## src/rtl/alu_pkg.sv

```systemverilog
// alu_pkg: shared types for the sequential ALU.
// Op encodings and the two-state controller enum.
package alu_pkg;

  typedef enum logic [2:0] {
    OP_ADD  = 3'b000,
    OP_SUB  = 3'b001,
    OP_AND  = 3'b010,
    OP_NOTB = 3'b011,
    OP_MUL  = 3'b100,
    OP_LSL  = 3'b101,
    OP_LSR  = 3'b110,
    OP_ASR  = 3'b111
  } alu_op_t;

  typedef enum logic {
    S_IDLE = 1'b0,
    S_BUSY = 1'b1
  } alu_state_t;

endpackage

```

## src/rtl/alu_comb_core.sv

```systemverilog
// alu_comb_core: single-cycle ALU ops plus Z/N/V.
// Ports: i_ain, i_bin, i_op in; o_res, o_z, o_n, o_v out.
module alu_comb_core
  import alu_pkg::*;
#(
  parameter int WIDTH = 16
) (
  input  logic [WIDTH-1:0] i_ain,
  input  logic [WIDTH-1:0] i_bin,
  input  alu_op_t          i_op,
  output logic [WIDTH-1:0] o_res,
  output logic             o_z,
  output logic             o_n,
  output logic             o_v
);

  logic             w_is_sub;
  logic [WIDTH-1:0] w_b;
  logic [WIDTH:0]   w_sum;
  logic             w_c_msb;

  // SUB is A + ~B + 1, sharing the adder with ADD
  assign w_is_sub = (i_op == OP_SUB);
  assign w_b      = w_is_sub ? ~i_bin : i_bin;
  assign w_sum    = {1'b0, i_ain} + {1'b0, w_b}
                  + {{WIDTH{1'b0}}, w_is_sub};
  // carry into the MSB, recovered from the MSB sum bit
  assign w_c_msb  = i_ain[WIDTH-1] ^ w_b[WIDTH-1]
                  ^ w_sum[WIDTH-1];

  always_comb begin
    o_res = '0;
    o_v   = 1'b0;
    unique case (i_op)
      OP_ADD, OP_SUB: begin
        o_res = w_sum[WIDTH-1:0];
        o_v   = w_c_msb ^ w_sum[WIDTH];
      end
      OP_AND:  o_res = i_ain & i_bin;
      OP_NOTB: o_res = ~i_bin;
      OP_MUL:  o_res = '0;
      OP_LSL:  o_res = {i_ain[WIDTH-2:0], 1'b0};
      OP_LSR:  o_res = {1'b0, i_ain[WIDTH-1:1]};
      OP_ASR:  o_res = {i_ain[WIDTH-1], i_ain[WIDTH-1:1]};
    endcase
  end

  assign o_z = ~|o_res;
  assign o_n = o_res[WIDTH-1];

endmodule

```

## src/rtl/alu_seq.sv

```systemverilog
// alu_seq: registered ALU, 1-cycle ops and shift-add MUL.
// Ports: valid/ready op input, out_valid pulse, cout + Z/N/V.
module alu_seq
  import alu_pkg::*;
#(
  parameter int WIDTH = 16
) (
  input  logic             clk,
  input  logic             reset,
  input  logic             in_valid,
  output logic             in_ready,
  input  logic [WIDTH-1:0] ain,
  input  logic [WIDTH-1:0] bin,
  input  logic [2:0]       alu_op,
  output logic             out_valid,
  output logic [WIDTH-1:0] cout,
  output logic             status_z,
  output logic             status_n,
  output logic             status_v
);

  localparam int CW = $clog2(WIDTH + 1);
  localparam logic [CW-1:0] LAST = CW'(WIDTH - 1);

  alu_state_t         r_state;
  logic [2*WIDTH-1:0] r_mcand;
  logic [2*WIDTH-1:0] r_acc;
  logic [WIDTH-1:0]   r_mplier;
  logic [CW-1:0]      r_cnt;
  logic               r_out_valid;
  logic [WIDTH-1:0]   r_cout;
  logic               r_z;
  logic               r_n;
  logic               r_v;

  alu_op_t            w_op;
  logic               w_accept;
  logic [2*WIDTH-1:0] w_acc_nxt;
  logic [WIDTH-1:0]   w_res;
  logic               w_z;
  logic               w_n;
  logic               w_v;

  assign w_op     = alu_op_t'(alu_op);
  assign in_ready = (r_state == S_IDLE);
  assign w_accept = in_valid & in_ready;

  // accumulator value after this BUSY step
  assign w_acc_nxt = r_acc
                   + (r_mplier[0] ? r_mcand : '0);

  alu_comb_core #(.WIDTH(WIDTH)) u_core (
    .i_ain (ain),
    .i_bin (bin),
    .i_op  (w_op),
    .o_res (w_res),
    .o_z   (w_z),
    .o_n   (w_n),
    .o_v   (w_v)
  );

  always_ff @(posedge clk) begin
    if (reset) begin
      r_state     <= S_IDLE;
      r_mcand     <= '0;
      r_acc       <= '0;
      r_mplier    <= '0;
      r_cnt       <= '0;
      r_out_valid <= 1'b0;
      r_cout      <= '0;
      r_z         <= 1'b0;
      r_n         <= 1'b0;
      r_v         <= 1'b0;
    end else begin
      r_out_valid <= 1'b0;
      unique case (r_state)
        S_IDLE: begin
          if (w_accept) begin
            if (w_op == OP_MUL) begin
              r_mcand  <= {{WIDTH{1'b0}}, ain};
              r_mplier <= bin;
              r_acc    <= '0;
              r_cnt    <= '0;
              r_state  <= S_BUSY;
            end else begin
              r_out_valid <= 1'b1;
              r_cout      <= w_res;
              r_z         <= w_z;
              r_n         <= w_n;
              r_v         <= w_v;
            end
          end
        end
        S_BUSY: begin
          r_acc    <= w_acc_nxt;
          r_mcand  <= r_mcand << 1;
          r_mplier <= r_mplier >> 1;
          r_cnt    <= r_cnt + CW'(1);
          if (r_cnt == LAST) begin
            r_out_valid <= 1'b1;
            r_cout      <= w_acc_nxt[WIDTH-1:0];
            r_z         <= ~|w_acc_nxt[WIDTH-1:0];
            r_n         <= w_acc_nxt[WIDTH-1];
            r_v         <= |w_acc_nxt[2*WIDTH-1:WIDTH];
            r_state     <= S_IDLE;
          end
        end
      endcase
    end
  end

  assign out_valid = r_out_valid;
  assign cout      = r_cout;
  assign status_z  = r_z;
  assign status_n  = r_n;
  assign status_v  = r_v;

endmodule

```

## config.mk

```make
export PLATFORM = sky130hd
export DESIGN_NAME = alu_seq
export DESIGN_NICKNAME = d
export VERILOG_FILES = /design/src/rtl/alu_pkg.sv /design/src/rtl/alu_comb_core.sv /design/src/rtl/alu_seq.sv
export SDC_FILE = /design/constraint.sdc
export NUM_CORES = 1
export LEC_CHECK = 0
export ABC_AREA = 1
export CAP_MARGIN = 10
export CORE_UTILIZATION = 40
export DETAILED_ROUTE_END_ITERATION = 16
export GPL_ROUTABILITY_DRIVEN = 0
export MAX_ROUTING_LAYER = met4
export PLACE_DENSITY = 0.65
export RECOVER_POWER = 25
export SYNTH_ARGS = -nofsm -noshare
export SYNTH_HDL_FRONTEND = slang
export SYNTH_SLANG_ARGS = --single-unit
```

## constraint.sdc

```tcl
create_clock -name clk -period 4.05 [get_ports clk]
set_clock_uncertainty 0.1 [all_clocks]
set_input_delay 0.6075 -clock clk [delete_from_list [all_inputs] [get_ports clk]]
set_output_delay 0.6075 -clock clk [all_outputs]
set_load 0.01 [all_outputs]
```

## Word level (Yosys, flattened, before mapping)

Index checks and enable logic that the tools add are counted.

| word-level totals | value |
|---|---|
| register bits after elaboration | 106 |
| input bits | 38 |
| output and inout bits | 21 |
| word-level logic and storage cells | 82 |

| operators by class | value |
|---|---|
| $add $sub $neg | 4 |
| eq/ne operators | 12 |
| mux-type cells | 40 |
| bitwise gates (word level) | 7 |
| reduce and logical (&&, ||, !) cells | 9 |

Operators by type and width:

| kind | count |
|---|---|
| 32-bit 2-to-1 mux | 5 |
| 32-bit one-hot mux with 2 select lines | 2 |
| 16-bit one-hot mux with 7 select lines | 1 |
| 16-bit 2-to-1 mux | 6 |
| 16-bit one-hot mux with 2 select lines | 2 |
| 16-bit OR reduction | 3 |
| 32-bit adder | 1 |
| 16-bit by 16-bit adder with 17-bit output | 1 |
| 17-bit by 1-bit adder with 17-bit output | 1 |
| 16-bit AND | 1 |
| 1-bit 2-to-1 mux | 16 |
| 16-bit NOT | 1 |
| 3-bit equality test, second input constant | 4 |
| 5-bit 2-to-1 mux | 2 |
| 1-bit one-hot mux with 2 select lines | 5 |
| 5-bit one-hot mux with 2 select lines | 1 |
| 3-bit by 2-bit equality test with 1-bit output, second input constant | 2 |
| 2-bit by 1-bit inequality test with 1-bit output, second input constant | 3 |
| 5-bit by 1-bit adder with 5-bit output, second input constant | 1 |
| 5-bit by 4-bit equality test with 1-bit output, second input constant | 1 |
| 3-bit by 1-bit equality test with 1-bit output, second input constant | 1 |
| 3-bit zero test | 1 |
| 3-bit AND reduction | 1 |
| 1-bit bitwise XOR | 3 |
| other kinds (6) | 7 |

## Logic depth before layout (Yosys ltp)

Gate-level depths: netlist (run 1).

| depth | value |
|---|---|
| word-level depth | 10 |
| gate-level depth with buffers | 24 |
| mapped depth without buffers | 22 |

## Cells and area by module

Synthesis (run 1) repeated with hierarchy kept, for this count alone.

| second synthesis, totals | value |
|---|---|
| cell total of the unflattened synthesis | 1451 |
| area, all modules | 8563.2 µm² |

Modules (own cells, without submodules):

| module | instances | cells an instance | area an instance (µm²) | seq. area each (µm²) |
|---|---|---|---|---|
| alu_seq | 1 | 1091 | 6702.7 | 2122.0 |
| alu_comb_core | 1 | 360 | 1860.5 | 0.0 |

## Worst setup path before layout (run 1)

No wires, ideal clock.

| timing path | value |
|---|---|
| kind | input-to-reg |
| start | in alu_op[2] |
| end | reg r_v, in the netlist status_v |
| library setup time | 0.109 ns |
| arrival time | 3.064 ns |
| data required time | 3.841 ns |
| slack | 0.778 ns |
| stages | 20 |
| path buffers | 2 |
| cells stage by stage | buf_6 nor2_8 nand2_4 buf_1 xnor2_1 fa_1 nand3_1 nand3_1 nand2_1 nand2_1 a21oi_1 inv_1 nand2_1 nand3_1 o21ai_0 a21oi_1 nand2_1 nand3_1 nand2_1 inv_1 |

| between the ends | value |
|---|---|
| word-level cells in the longest chain between the ends | 10 |
| elaborated cells between the ends (all ways) | 16 |
| classes of those cells | add/sub: 2; eq/ne: 3; mux: 5; bitwise: 3; reduce/logical: 3 |

RTL lines:

| element | line | text |
|---|---|---|
| from (decl) | alu_seq.sv:14 | `input logic [2:0] alu_op,` |
| 3-bit by 1-bit equality test with 1-bit output | alu_comb_core.sv:23, alu_comb_core.sv:34 |  |
| 16-bit 2-to-1 mux | alu_comb_core.sv:24 | `assign w_b = w_is_sub ? ~i_bin : i_bin;` |
| 16-bit by 16-bit adder with 17-bit output | alu_comb_core.sv:25 | `assign w_sum = {1'b0, i_ain} + {1'b0, w_b}` |
| 17-bit by 1-bit adder with 17-bit output | alu_comb_core.sv:26 | `+ {{WIDTH{1'b0}}, w_is_sub};` |
| 1-bit bitwise XOR | alu_comb_core.sv:29 | `^ w_sum[WIDTH-1];` |
| 1-bit bitwise XOR | alu_comb_core.sv:37 | `o_v = w_c_msb ^ w_sum[WIDTH];` |
| 1-bit 2-to-1 mux | alu_comb_core.sv:34 | `unique case (i_op)` |
| 1-bit 2-to-1 mux | alu_seq.sv:79 | `if (w_op == OP_MUL) begin` |
| 1-bit 2-to-1 mux | alu_seq.sv:78 | `if (w_accept) begin` |
| 1-bit one-hot mux with 2 select lines | alu_seq.sv:76 | `unique case (r_state)` |
| to (signal assigned) | alu_seq.sv:90 | `r_v <= w_v;` |
| to (signal assigned) | alu_seq.sv:104 | `r_v <= \|w_acc_nxt[2*WIDTH-1:WIDTH];` |
| to (decl) | alu_seq.sv:34 | `logic r_v;` |

Several ways; a longest one is shown, not always the timed one. The select of a mux whose other input is x is not followed.
A chain may end at the register's enable or synchronous reset.

## Worst setup path in the final report (run 1)

Same ends and word-level chain as after synthesis.

==> out/results.tsv, run 1 <==
metric	value	unit
drt_iter0_markers	602	
cts_root_buf	clkbuf_16	
post-route-period-util	86.8	%
dieArea	21500	um2
grt_pass1_vias	8136	
synth_edf_count	0	
power_density	260	nW/um2
seq_area_frac_synth	25.1	%
portBuffers	58	
place_ws	303	ps
path_max_fanout	16	
cts.hold.buffers_added	0	
nFillCells	2201	
dieHeight	147	um
power.total	2.47	mW
crit_path_start_kind	input pin	
fin_ws	534	ps
utilization	46.5	%
clkTransAtPathRegs	80	ps
drt-pass1-iter-count	5	
slew_violations	0	
ant_nets	0	
worstMarginPinSlew	1400	ps
synth_top_cell_by_area	dfxtp_1	
netlist.area_leader.share	25.1	%
initial_core_util	41.2	%
ys.flop_type	dfxtp_1	
arrival	3670	ps
via_per_inst	5.15	
placedCellCount	1700	
cts_buffers	9	
routedWlPerCell	14.6	um
cts_tree	yes	
cts_max_level	3	
hold_ws	367	ps
p_int	1.70	mW
p_switching	0.765	mW
worstSetupPathType	in2reg	
syn_area	8380	um2
p_leak	4.76	nW
status	complete, no violations	
final.setup.tns	0	ps
clkSinkCount	105	
cts_setup_buffers	0	
postPlaceCellArea	9190	um2
grt-ovfl-total	0	
coreArea	20400	um2
syn_nets	1496	
io_pins	59	
p_seq_share	44.0	%
clock_path_buffers	2	
yosys-top-cells-area	dfxtp_1 25%, nand2_1 22%, inv_1 9.5%, ha_1 7.5%, a21oi_1 6.7%	
via_count	8835	
antenna_found_initial	0	
hpwl	19.8	mm
die_w	147	um
cp.required	4200	ps
max_slew_margin	6.79	%
fin_area	9470	um2
fin_crit	3520	ps
cts_resized	0	
synth-async-reset-ratio	0	%
p_comb_share	20.5	%
ys_seq_elements	105	
pwr-share-clk	35.5	%
yosysWarnings	0	
endpoint_kind	register	
fmax	284	MHz
multi_input_area	5270	um2
swShare	31.0	%
final-setup-viol-count	0	
rsz0062_at_grt	no	
synthCells	1406	
hold_viol	0	
grt_max_degree	71	
drive_above_1_share	3.60	%
drc_errors	0	
fin_nets	1531	
syn_area_per_cell	5.96	um2
final-seq-area	2100	um2
row_count	52	
synth.distinct_cells	45	
areaGrowthSynthToFinish	13.0	%
post_layout_nonfiller_instances	1716	
n_antenna_cell	0	
routed_wl	25.0	mm
max-cap-violations	0	
vdd_drop_max	0.000176	V
track_usage	24.2	%
hp-class	reg2reg	
clk_latency	360	ps
grt_pass1_wl	40.8	mm
## registers in the layout (all words and copies together), names as in the netlist
register,count
status_v,1
status_z,1
r_mcand,32
r_mplier,16
r_cnt,5
r_state,1
out_valid,1
r_acc,32
cout,16
## cell usage in the layout, fill, tap and decap left out, drive strengths merged, types with 25 or more instances in the layout
master,netlist,layout
inv,217,222
a21oi,113,113
o21ai,42,42
clkdlybuf4s50,0,36
dfxtp,105,105
nor2,90,90
nand2,503,503
a31oi,25,25
ha,50,50
nand3,74,74
## critical path, cell delays in order
cell and delay, ps:
dlygate4sd3_1 680, nor2_8 170, nand2_4 180, xnor2_1 230
fa_1 470, nand3_1 130, nand3_1 140, nand2_1 90
nand2_1 90, a21oi_1 190, inv_1 80, nand2_1 60
nand3_1 70, o21ai_0 140, a21oi_1 60, nand2_1 60
nand3_1 80, nand2_1 100, inv_1 40
## final cells by class
type / count / share of cell area (%)
inverters: 218 / 8.64
multi-input cells: 1037 / 55.6
clock buffers: 10 / 2.52
flip-flops and latches: 105 / 22.2
clock inverters: 6 / 0.581
well taps: 270 / 3.57
repair buffers: 70 / 6.91
## synthesized netlist by cell type (12+ instances only)
master and instances:
o21ai_0 39, a31oi_1 25, o22ai_1 12, xnor2_1 15
o221ai_1 15, ha_1 50, nand2_1 497, a21oi_1 113
nor2_1 89, nand3_1 73, clkbuf_1 35, nor3_1 17
dfxtp_1 105, inv_1 213, xor2_1 19
## path summary, 6_finish.rpt
kind / start / endpoint / slack, ps / cells past startpoint
min reg2reg: r_mplier[15] / r_mplier[15] / 370 / 2
max: alu_op[2] / status_v / 530 / 19
min: r_mplier[15] / r_mplier[15] / 370 / 2
max reg2reg: r_mplier[0] / status_v / 630 / 20
## metal layers
metal / vias to the layer above / track usage [%] / routed length, um
met2: 260 / 38.5 / 11300
met4: 0 / 6.98 / 456
li1: 4562 / - / -
met1: 3980 / 32.5 / 11900
met5: - / - / 0
met3: 33 / 2.39 / 1390
## cells by family (layout without fill, tap and decap cells)
family / count (synthesis) / after routing / synth area share [%]
XOR/XNOR: 34 / 34 / 3.55
flip-flops: 105 / 105 / 25.1
buffers and inverters: 264 / 304 / 12.1
AND/OR/NAND/NOR: 718 / 718 / 35.2
AO/OA/AOI/OAI: 233 / 233 / 16.1
adder cells (fa/ha/maj): 52 / 52 / 7.94
## power by group through the flow
| stage | clock (mW) | sequential (mW) | combinational, mW |
|---|---|---|---|
| floorplan | 0 | 1.11 | 0.316 |
| global placement | 0 | 1.11 | 0.504 |
| detailed placement | 0 | 1.11 | 0.506 |
| CTS | 0.898 | 1.09 | 0.509 |
| global route | 0.937 | 1.09 | 0.560 |
| finish | 0.877 | 1.08 | 0.506 |
Note: power is estimated with default switching activity, not from simulation.
==> run 2, diff against run 1 <==
- CORE_ASPECT_RATIO: not set -> 0.8
==> run 2 against run 1 <==
  * First-iteration DRC count increased by 47%
  * Cell count decreased by 0.35%
  * Wire length increased by 5.3%
  * Final area increased by 0.13%
  * Setup slack got worse by 74 ps
  * Register-to-register slack improved by 20 ps
  * Via count increased by 1.6%
  * Critical path depth unchanged
  * Utilization increased by 0.44 points
  * Combinational power increased by 3%
==> out/results.tsv, run 2 (synthesis gave the netlist of run 1 again) <==
metric	value	unit	change
max-cap-violations	0		unchanged
grt_pass1_vias	8012		-1.5%
clkTransAtPathRegs	90	ps	about the same
p_leak	4.77	nW	+0.16%
track_usage	25.8	%	+1.5 points
slowest_delay	680	ps	about the same
hold_start	r_mplier[15]		
drc_errors	0		unchanged
grt-ovfl-total	0		unchanged
cts_buffers	9		unchanged
top_usage_layer	met1		
portBuffers	58		unchanged
nFillCells	2166		-1.6%
met2_usage	32.7	%	-5.8 points
cts_tree	yes		
vdd_drop_max	0.000172	V	-2.7%
r2r-start	r_mplier[0]		
routedWlPerCell	15.4	um	+5.6%
row_count	46		-12%
fin_nets	1530		-0.065%
path_common_cell	nand2_1		
drt-pass1-iter-count	7		+2
dieArea	21500	um2	about the same
hpwl	20.6	mm	+4.0%
antenna_found_initial	1		+1
routed_wl	26.4	mm	+5.3%
worstMarginPinSlew	1050	ps	-344 ps
cts_resized	0		unchanged
status	complete, no violations		
worstSetupPathType	in2reg		
path_delay_family	simple AND/OR/NAND/NOR gates		
cts.hold.buffers_added	0		unchanged
rrSetupSlack	650	ps	+20 ps
final-setup-viol-count	0		unchanged
clock_path_buffers	2		unchanged
use_met3	5.43	%	+3.0 points
hold_viol	0		unchanged
layout_common_cells	497 x nand2_1, 213 x inv_1, 113 x a21oi_1		
slew_violations	0		unchanged
arrival	3760	ps	+90 ps
clkSinkCount	105		unchanged
cts_root_buf	clkbuf_16		
via_count	8973		+1.6%
grt_max_degree	71		unchanged
path_cells	dlygate4sd3_1, nor2_8, nand2_4, xnor2_1, fa_1, nand3_1, nand3_1, nand2_1, nand2_1, a21oi_1, inv_1, nand2_1, nand3_1, o21ai_0, a21oi_1, nand2_1, nand3_1, nand2_1, inv_1		
fin_crit	3590	ps	+73.8 ps
path_max_fanout	16		unchanged
rr_worst_depth	21		+5.0%
fmax	279	MHz	-2.1%
critical_path_cell_count	19		unchanged
initial_core_util	41.5	%	+0.33 points
hold_ws	367	ps	+0.484 ps
cts_max_level	3		unchanged
endpoint	status_v		
die_w	164	um	+12%
hp-class	reg2reg		
final_common_cell	nand2_1		
drt_iter0_markers	885		+47%
largestRegisters	r_acc x32, r_mcand x32		
max_slew_margin	29.6	%	+23 points
crit_path_start	alu_op[2]		
ant_nets	0		unchanged
min_path_cells	2		unchanged
rsz0062_at_grt	no		
crit_buf_inv	3		unchanged
post-route-period-util	88.6	%	+1.8 points
final.setup.tns	0	ps	unchanged
endpoint_kind	register		
use_met1	40.5	%	+8.0 points
grt_pass1_wl	42.3	mm	+3.7%
areaGrowthSynthToFinish	13.1	%	
via_per_inst	5.25		+1.9%
crit_path_start_kind	input pin		
power_density	266	nW/um2	+2.2%
dieHeight	131	um	-10%
slowest_stage	dlygate4sd3_1		
drive_above_1_share	3.67	%	+0.072 points
clk_latency	370	ps	about the same
io_pins	59		unchanged
rr_endpoint	status_v		
coreArea	20200	um2	-0.80%
cts_setup_buffers	0		unchanged
cp.required	4220	ps	+20 ps
## run 2: changes by cell type in the layout (fill, tap and decap cells not counted)
| cell | change |
|---|---|
| inv_2 | -1 |
| nor2_2 | +1 |
| diode_2 | +1 |
| inv_1 | +1 |
| clkbuf_1 | -2 |
| nor2_1 | -1 |
| clkinv_8 | +2 |
| buf_4 | +1 |
| inv_6 | -2 |
## run 2: layer usage
layer	share of wire, %	routed length (um)
met5	0	0
met4	1.1	297
met3	8.5	2250
met2	38	9970
met1	53	13800
## run 2: how the worst min path moves through the flow
stage | endpoint | slack, ps
after floorplan | r_mcand[31] | 340
after global placement | r_mplier[15] | 350
after detailed placement | r_mplier[15] | 360
after CTS | r_mplier[15] | 370
after global routing | r_mcand[22] | 390
final | r_mplier[15] | 370
## run 2: area by class of cell
cell class | instances | area, um2 | area share (%)
antenna | 1 | 2.50 | 0.0264
sequential | 105 | 2100 | 22.2
timing repair buffer | 69 | 654 | 6.90
clock inverter | 6 | 70.1 | 0.739
clock buffer | 10 | 239 | 2.52
tap | 264 | 330 | 3.48
multi-input combinational | 1037 | 5270 | 55.5
inverter | 218 | 818 | 8.63
## run 2: worst register-to-register path: stages, from the launching register on
cell     delay [ps]
dfxtp_1         320
buf_4           250
nand2_1         100
inv_1            40
ha_1            240
fa_1            440
nand3_1         100
nand3_1         150
nand2_1         100
nand2_1         120
nand2_1          90
nand2_1         130
nand2_1         130
nand3_1         110
nand2_1         100
nand2_1          80
nor2_1          130
nand3_1         180
nand2_1         170
nand3_1          90
nand2_1         100
inv_1            40
## run 2: per-stage QoR
stage | total power, mW | instances | instance area (um2) | util, % | setup slack (ps)
final | 2.53 | 1710 | 9490 | 47.0 | 460
after global placement | 1.62 | 1693 | 9180 | 45.4 | 235
after detailed placement | 1.62 | 1693 | 9180 | 45.4 | 190
after global routing | 2.64 | 1710 | 9490 | 47.0 | 199
after CTS | 2.54 | 1709 | 9490 | 47.0 | 579
after floorplan | 1.43 | 1406 | 8380 | - | 778
## run 2: power breakdown
group	internal, mW	switching, mW
registers	1.06	0.0223
clock network	0.456	0.464
logic	0.189	0.330
==> run 3, diff against run 2 <==
- CAP_MARGIN: 10 -> 25
- MAX_ROUTING_LAYER: met4 -> not set
==> run 3 against run 2 <==
  * Utilization grew 0.14 points
  * Setup slack worse by 29 ps
  * Critical path depth stayed put
  * Non-clock buffer count is 2 higher
  * Fmax is 0.81% lower
  * Combinational power is essentially flat
==> out/results.tsv, run 3 (synthesis gave the netlist of run 1 again) <==
metric	value	unit	change
grt-ovfl-total	0		unchanged
final-setup-viol-count	0		unchanged
routed_wl	26.3	mm	-0.30%
p_leak	4.79	nW	+0.29%
via_per_inst	5.21		-0.65%
hold_ws	366	ps	-1.07 ps
via_count	8920		-0.59%
final.setup.tns	0	ps	unchanged
cp.required	4220	ps	about the same
initial_core_util	41.5	%	unchanged
endpoint	status_v		
post-route-period-util	89.4	%	+0.72 points
cts_max_level	3		unchanged
rrSetupSlack	640	ps	about the same
cts_setup_buffers	0		unchanged
rr_worst_depth	21		unchanged
cts_buffers	9		unchanged
hpwl	20.6	mm	unchanged
antenna_found_initial	0		-1
hold_viol	0		unchanged
fin_crit	3620	ps	+29.2 ps
grt_max_degree	71		unchanged
cts_tree	yes		
cts.hold.buffers_added	0		unchanged
die_w	164	um	unchanged
row_count	46		unchanged
utilization	47.1	%	+0.14 points
place_ws	190	ps	unchanged
cts_root_buf	clkbuf_16		
areaGrowthSynthToFinish	13.5	%	
clock_path_buffers	2		unchanged
grt_pass1_wl	42.2	mm	-0.16%
max_slew_margin	7.80	%	-22 points
rsz0062_at_grt	no		
portBuffers	58		unchanged
routedWlPerCell	15.4	um	-0.36%
crit_path_start	alu_op[2]		
track_usage	25.0	%	-0.77 points
drc_errors	0		unchanged
grt_pass1_vias	8033		+0.26%
final_common_cell	nand2_1		
worstMarginPinSlew	1380	ps	+329 ps
clk_latency	370	ps	about the same
final-seq-area	2100	um2	unchanged
endpoint_kind	register		
fmax	276	MHz	-0.81%
cts_resized	0		unchanged
max-cap-violations	0		unchanged
clkTransAtPathRegs	80	ps	about the same
power_density	265	nW/um2	-0.42%
path_max_fanout	16		unchanged
drt_iter0_markers	865		-2.3%
hp-class	reg2reg		
nFillCells	2164		-0.092%
n_antenna_cell	0		-1
ant_nets	0		unchanged
slew_violations	0		unchanged
fin_nets	1532		+0.13%
r2r-start	r_mplier[0]		
fin_ws	431	ps	-29.2 ps
arrival	3790	ps	+30 ps
dieHeight	131	um	unchanged
vdd_drop_max	0.000171	V	-0.50%
drive_above_1_share	3.73	%	+0.064 points
io_pins	59		unchanged
status	complete, no violations		
drt-pass1-iter-count	6		-1
multi_input_area	5270	um2	unchanged
largestRegisters	r_acc x32, r_mcand x32		
clkSinkCount	105		unchanged
dieArea	21500	um2	unchanged
layout_common_cells	497 x nand2_1, 213 x inv_1, 113 x a21oi_1		
rr_endpoint	status_v		
worstSetupPathType	in2reg		
crit_path_start_kind	input pin		
coreArea	20200	um2	unchanged
[run 3: changes by cell type in the layout (fill, tap and decap cells not counted), sizes merged]
cell	before	now
buf	11	12
clkbuf	11	12
diode	1	0
[run 3: report_power, final]
part | switching, mW | total (mW) | leakage, nW | internal (mW)
Combinational | 0.330 | 0.523 | 3.78 | 0.192
Sequential | 0.0225 | 1.09 | 0.853 | 1.06
Clock | 0.458 | 0.914 | 0.151 | 0.456
[run 3: layout make-up]
class / instances / area share, %
clock buffers: 10 / 2.51
repair buffers: 71 / 7.21
well taps: 264 / 3.47
clock inverters: 6 / 0.736
inverters: 218 / 8.60
flip-flops and latches: 105 / 22.1
multi-input cells: 1037 / 55.4
[run 3: how the worst min path moves through the flow]
stage	slack, ps	start	end	depth (start not counted)
after floorplan	340	r_mcand[31]	r_mcand[31]	2
after global placement	350	r_mplier[15]	r_mplier[15]	2
after detailed placement	360	r_mplier[15]	r_mplier[15]	2
after CTS	370	r_mplier[15]	r_mplier[15]	2
after global routing	390	r_mcand[21]	r_mcand[22]	2
final	370	r_mplier[15]	r_mplier[15]	2
[run 3: layer usage]
layer  vias up  global-route usage (%)  routed length, um
li1       4574                       -                  -
met1      4055                    40.1              13800
met2       269                    32.7               9960
met3        20                    5.40               2170
met4         2                    4.68                255
met5         -                    2.87                 78
[run 3: through the flow]
step                instances  total power, mW  cell area [um2]
floorplan                1406             1.43             8380
global placement         1693             1.62             9180
detailed placement       1693             1.62             9180
CTS                      1709             2.54             9490
global route             1711             2.64             9520
finish                   1711             2.52             9520
[run 3: worst max-delay path, stage by stage]
cell           delay (ps)
dlygate4sd3_1         690
nor2_8                170
nand2_4               180
xnor2_1               220
fa_1                  470
nand3_1               140
nand3_1               150
nand2_1                90
nand2_1               100
a21oi_1               240
inv_1                  90
nand2_1                60
nand3_1                70
o21ai_0               150
a21oi_1                60
nand2_1                50
nand3_1                80
nand2_1               110
inv_1                  40
